File: config.mk
export PLATFORM = sky130hd
export DESIGN_NAME = alu_word_sequencer
export DESIGN_NICKNAME = d
export VERILOG_FILES = /design/src/rtl/alu_word_sequencer.sv
export SDC_FILE = /design/constraint.sdc
export NUM_CORES = 1
export LEC_CHECK = 0
export CORE_MARGIN = 2
export CORE_UTILIZATION = 51
export DETAILED_ROUTE_END_ITERATION = 7
export GPL_ROUTABILITY_DRIVEN = 1
export PLACE_DENSITY = 0.88
export SLEW_MARGIN = 0
export SYNTH_ARGS = -nofsm -noshare
export SYNTH_HDL_FRONTEND = slang
export SYNTH_SLANG_ARGS = --single-unit
File: constraint.sdc
create_clock -name clk -period 4.2 [get_ports clk]
set_input_delay 0.84 -clock clk [delete_from_list [all_inputs] [get_ports clk]]
set_output_delay 0.84 -clock clk [all_outputs]
set_load 0.005 [all_outputs]
File: src/rtl/alu_word_sequencer.sv
// Multi-word ADD/SUB/AND/XOR sequencer: slices 16*WORDS-bit operands into
// 16-bit words and issues them LSW-first to a shared combinational 16-bit ALU.
module alu_word_sequencer #(
  parameter int unsigned WORDS = 4
) (
  input  logic                 clk,
  input  logic                 rst,
  input  logic                 req_valid,
  output logic                 req_ready,
  input  logic [1:0]           req_op,
  input  logic [16*WORDS-1:0]  req_a,
  input  logic [16*WORDS-1:0]  req_b,
  input  logic                 req_ci,
  output logic                 rsp_valid,
  input  logic                 rsp_ready,
  output logic [16*WORDS-1:0]  rsp_result,
  output logic                 rsp_co,
  output logic                 rsp_zero,
  output logic [15:0]          alu_a,
  output logic [15:0]          alu_b,
  output logic [4:0]           alu_operation,
  output logic                 alu_cin,
  input  logic [15:0]          alu_result,
  input  logic                 alu_cout
);

  localparam int unsigned IDX_W = (WORDS > 1) ? $clog2(WORDS) : 1;
  localparam logic [IDX_W-1:0] LAST_IDX = IDX_W'(WORDS - 1);

  typedef enum logic [1:0] {
    S_IDLE,
    S_EXEC,
    S_DONE
  } state_e;

  typedef enum logic [1:0] {
    OP_ADD = 2'b00,
    OP_SUB = 2'b01,
    OP_AND = 2'b10,
    OP_XOR = 2'b11
  } op_e;

  state_e               state;
  op_e                  op_q;
  logic [16*WORDS-1:0]  a_q;
  logic [16*WORDS-1:0]  b_q;
  logic                 ci_q;
  logic [IDX_W-1:0]     idx;
  logic                 carry_q;
  logic [16*WORDS-1:0]  result_q;
  logic                 co_q;

  always_ff @(posedge clk) begin
    if (rst) begin
      state     <= S_IDLE;
      op_q      <= OP_ADD;
      a_q       <= '0;
      b_q       <= '0;
      ci_q      <= 1'b0;
      idx       <= '0;
      carry_q   <= 1'b1;
      result_q  <= '0;
      co_q      <= 1'b0;
      req_ready <= 1'b1;
      rsp_valid <= 1'b0;
    end else begin
      case (state)
        S_IDLE: begin
          if (req_valid) begin
            op_q      <= op_e'(req_op);
            a_q       <= req_a;
            b_q       <= req_b;
            ci_q      <= req_ci;
            idx       <= '0;
            req_ready <= 1'b0;
            state     <= S_EXEC;
          end
        end
        S_EXEC: begin
          for (int unsigned w = 0; w < WORDS; w++) begin
            if (idx == IDX_W'(w)) begin
              result_q[16*w +: 16] <= alu_result;
            end
          end
          carry_q <= alu_cout;
          idx     <= idx + 1'b1;
          if (idx == LAST_IDX) begin
            // ALU carry pin is active-low: ADD carry is its inverse, SUB borrow is the pin itself
            case (op_q)
              OP_ADD:  co_q <= ~alu_cout;
              OP_SUB:  co_q <= alu_cout;
              default: co_q <= 1'b0;
            endcase
            rsp_valid <= 1'b1;
            state     <= S_DONE;
          end
        end
        S_DONE: begin
          if (rsp_ready) begin
            rsp_valid <= 1'b0;
            req_ready <= 1'b1;
            state     <= S_IDLE;
          end
        end
        default: begin
          rsp_valid <= 1'b0;
          req_ready <= 1'b1;
          state     <= S_IDLE;
        end
      endcase
    end
  end

  always_comb begin
    alu_a         = '0;
    alu_b         = '0;
    alu_operation = '0;
    alu_cin       = 1'b1;
    if (state == S_EXEC) begin
      for (int unsigned w = 0; w < WORDS; w++) begin
        if (idx == IDX_W'(w)) begin
          alu_a = a_q[16*w +: 16];
          alu_b = b_q[16*w +: 16];
        end
      end
      case (op_q)
        OP_ADD:  alu_operation = 5'b01001;
        OP_SUB:  alu_operation = 5'b00110;
        OP_AND:  alu_operation = 5'b11011;
        default: alu_operation = 5'b10110;
      endcase
      // First slice injects the request carry; a low pin means +1 for both ADD and SUB
      if (idx == '0) begin
        case (op_q)
          OP_ADD:  alu_cin = ~ci_q;
          OP_SUB:  alu_cin = ci_q;
          default: alu_cin = 1'b1;
        endcase
      end else begin
        alu_cin = carry_q;
      end
    end
  end

  assign rsp_result = result_q;
  assign rsp_co     = co_q;
  assign rsp_zero   = (result_q == '0);

endmodule

==> impl_results.md <==
- Status: finished, final reports clean
- WL final: 25,600 um
- Highest net fanout along the worst path: 34
- Share of layout cells above drive strength 1: 3.56%
- Clock-pin slew on the worst setup and hold paths: 70 ps
- Post-route setup TNS: 0 ps
- Cts bufs inserted: 21
- Largest net degree at the start of global routing: 132
- Leakage power: 4.07 nW
- Root Driver: clkbuf_16
- Worst EP arrival: 3170 ps
- Total die area: 17,800 um2
- Nets: 1,495
- Worst Tran Pin Value: 922 ps
- Area Growth Syn to Fin: 37.2%
- Syn Nets: 1,302
- Grt ovf: 0
- Comb power frac: 14.1%
- Hold crit path type: reg2reg
- ANT nets after route: 0
- RSZ-0062 raised after global routing: no
- Int Pwr: 3.32 mW
- Worst clock skew: 15.2 ps
- Clock power frac: 38.8%
- DRC Markers: 0
- # H-tree levels: 1
- Non-Filler Instances: 1,570
- Core area: 16,500 um2
- Vias in the first global route: 7,968
- TritonRoute pass-1 iters: 5
- Multi-input gate area: 3920 um2
- Avg WL per Cell: 16.3 um
- Die Height: 133 um
- Gate count after technology mapping: 1,146
- Final hold vios: 0
- Die Width: 133 um
- Seq pwr share: 47.1%
- Post-route minimum period: 4010 ps
- Mapped Avg Cell Area: 7.44 um2
- Post-Place Setup Slack: 589 ps
- Total global-route track usage: 27.9%
- Most common cell after layout, fill and taps aside: nand2_1
- Fmax: 249 MHz
- Fin. max-slew vios: 0
- Max Cap Viol: 0
- Placed Cells: 1,536
- GR Layer Usage met3: 6.20%
- Vias/cell: 5.49
- Most frequent cells in the layout: 427 x nand2_1, 264 x a21oi_1, 256 x clkdlybuf4s50_1
- Synth Warn #: 0
- Yosys reg bits: 203
- Busiest layer in global routing: met2
- Detailed placement HPWL: 17,200 um
- Pwr dens: 379 nW/um2
- Tightest slew margin relative to the limit: 38.5%
- Switching Power: 1.11 mW
- Distinct cells, synth: 30
- Final setup viols: 0
- Setup Buffers After CTS: 0
- Seq. cell area: 4060 um2
- # IOs: 258
- CTS tree: yes
- Gp weighted congestion: 0.883
- Sink Count: 203
- Seq/Total Area, Yosys: 47.7%
- Worst Path Required: 3360 ps
- DR iter-0 viols: 822
- Peak supply drop: 300 uV
- CTS max path bufs: 3
- CP Launch Type: flip-flop
- Mapped cell area: 8520 um2
- Worst setup path class: reg2out
- Switching Share: 25.0%
- Core Rows: 47
- GR Util met1: 36.6%
- Final period utilization: 95.5%
- PortBufs: 257
- Worst setup margin: 188 ps
- First-pass GRT wire length: 40,800 um
- Clk_lat worst skew: 500 ps
- Met2 usage: 45.4%
- Util after Layout: 71.0%
- Worst setup EP type: primary output
- Initial Utilization: 51.7%
- Vias: 8,614
- FILL cells: 1,322
- Initial antenna violation count: 1
==> cells in the mapped netlist <==
cell / count / area, um2
nand2_1: 427 / 1600
buf_2: 30 / 150
nand2b_1: 2 / 12.5
buf_4: 11 / 82.6
and3b_1: 4 / 35.0
or3_1: 1 / 6.26
nand3b_1: 36 / 270
nor2_1: 6 / 22.5
xnor2_1: 1 / 8.76
nor3b_1: 1 / 7.51
o21ai_0: 2 / 10.0
a21o_1: 1 / 7.51
xor2_1: 1 / 8.76
and2_1: 2 / 12.5
dfxtp_1: 203 / 4060
or2_2: 1 / 6.26
nor3b_2: 1 / 12.5
nor2b_1: 1 / 6.26
nand4_1: 4 / 25.0
or3b_1: 1 / 8.76
a21oi_1: 264 / 1320
inv_1: 34 / 128
o21a_1: 1 / 7.51
ha_1: 4 / 50.1
a221o_1: 32 / 320
nand3_1: 2 / 10.0
clkbuf_1: 48 / 180
nand3b_2: 1 / 11.3
buf_1: 7 / 26.3
nor4_1: 17 / 106
==> power groups by stage <==
stage	Combinational, mW	Sequential (mW)	Clock, mW
final	0.626	2.08	1.72
after detailed placement	0.619	2.12	0
after CTS	0.623	2.08	1.74
after global placement	0.610	2.12	0
after floorplan	0.338	2.11	0
after global routing	0.686	2.09	1.81
==> registers in the layout, indices dropped and copies added, names as in the netlist <==
| signal | cells |
|---|---|
| b_q | 64 |
| req_ready | 1 |
| rsp_valid | 1 |
| a_q | 64 |
| rsp_co | 1 |
| rsp_result | 64 |
| state | 2 |
| op_q | 2 |
| idx | 2 |
| carry_q | 1 |
| ci_q | 1 |
==> kinds of logic after synthesis <==
group                    after synthesis  share of synthesized area, %
adder cells (fa/ha/maj)                4                         0.587
buffers and inverters                130                          6.65
XOR/XNOR                               2                         0.206
AO/OA/AOI/OAI                        300                          19.6
AND/OR/NAND/NOR                      507                          25.3
flip-flops                           203                          47.7
==> per-layer routing <==
layer  share of wire (%)  up-vias
met5                   0        -
met4                 3.7        0
met3                 8.1       70
met2                  46      354
met1                  42     3998
li1                    -     4192
==> through the flow <==
| stage | cell area (um2) | hold slack, ps | power, mW |
|---|---|---|---|
| 2_1_floorplan | 8520 | 436 | 2.44 |
| 3_3_place_gp | 11100 | 442 | 2.73 |
| 3_5_place_dp | 11100 | 446 | 2.74 |
| 4_1_cts | 11700 | 454 | 4.44 |
| 5_1_grt | 11700 | 471 | 4.59 |
| 6_report | 11700 | 452 | 4.42 |
==> repair_timing <==
action                     CTS  global route
gates resized for setup      0             1
setup endpoints to repair    0             5
hold buffers                 0             0
==> worst max-delay path, stage by stage, from the launching register on <==
cell and delay [ps]:
dfxtp_1 360, inv_1 110, ha_2 560, buf_4 410
a21oi_1 130, a221o_1 330, a21oi_1 190, clkdlybuf4s50_1 560
==> layout make-up <==
cell class                      count  share of cell area, %
Clock buffer                       28                   5.06
Clock inverter                      5                  0.246
Tap cell                          220                   2.36
Antenna cell                        1                 0.0214
Inverter                           34                   1.09
Multi-Input combinational cell    813                   33.5
Sequential cell                   203                   34.8
Timing Repair Buffer              266                   22.9
==> final timing paths <==
path | start | end | slack, ps | cells after the start
worst max-delay path | idx[1] | alu_b[13] | 190 | 7
worst min-delay path | b_q[32] | b_q[32] | 450 | 2
worst max register to register | idx[0] | rsp_result[38] | 1900 | 6
worst min register to register | b_q[32] | b_q[32] | 450 | 2
Note: power is estimated with default switching activity, not from simulation.
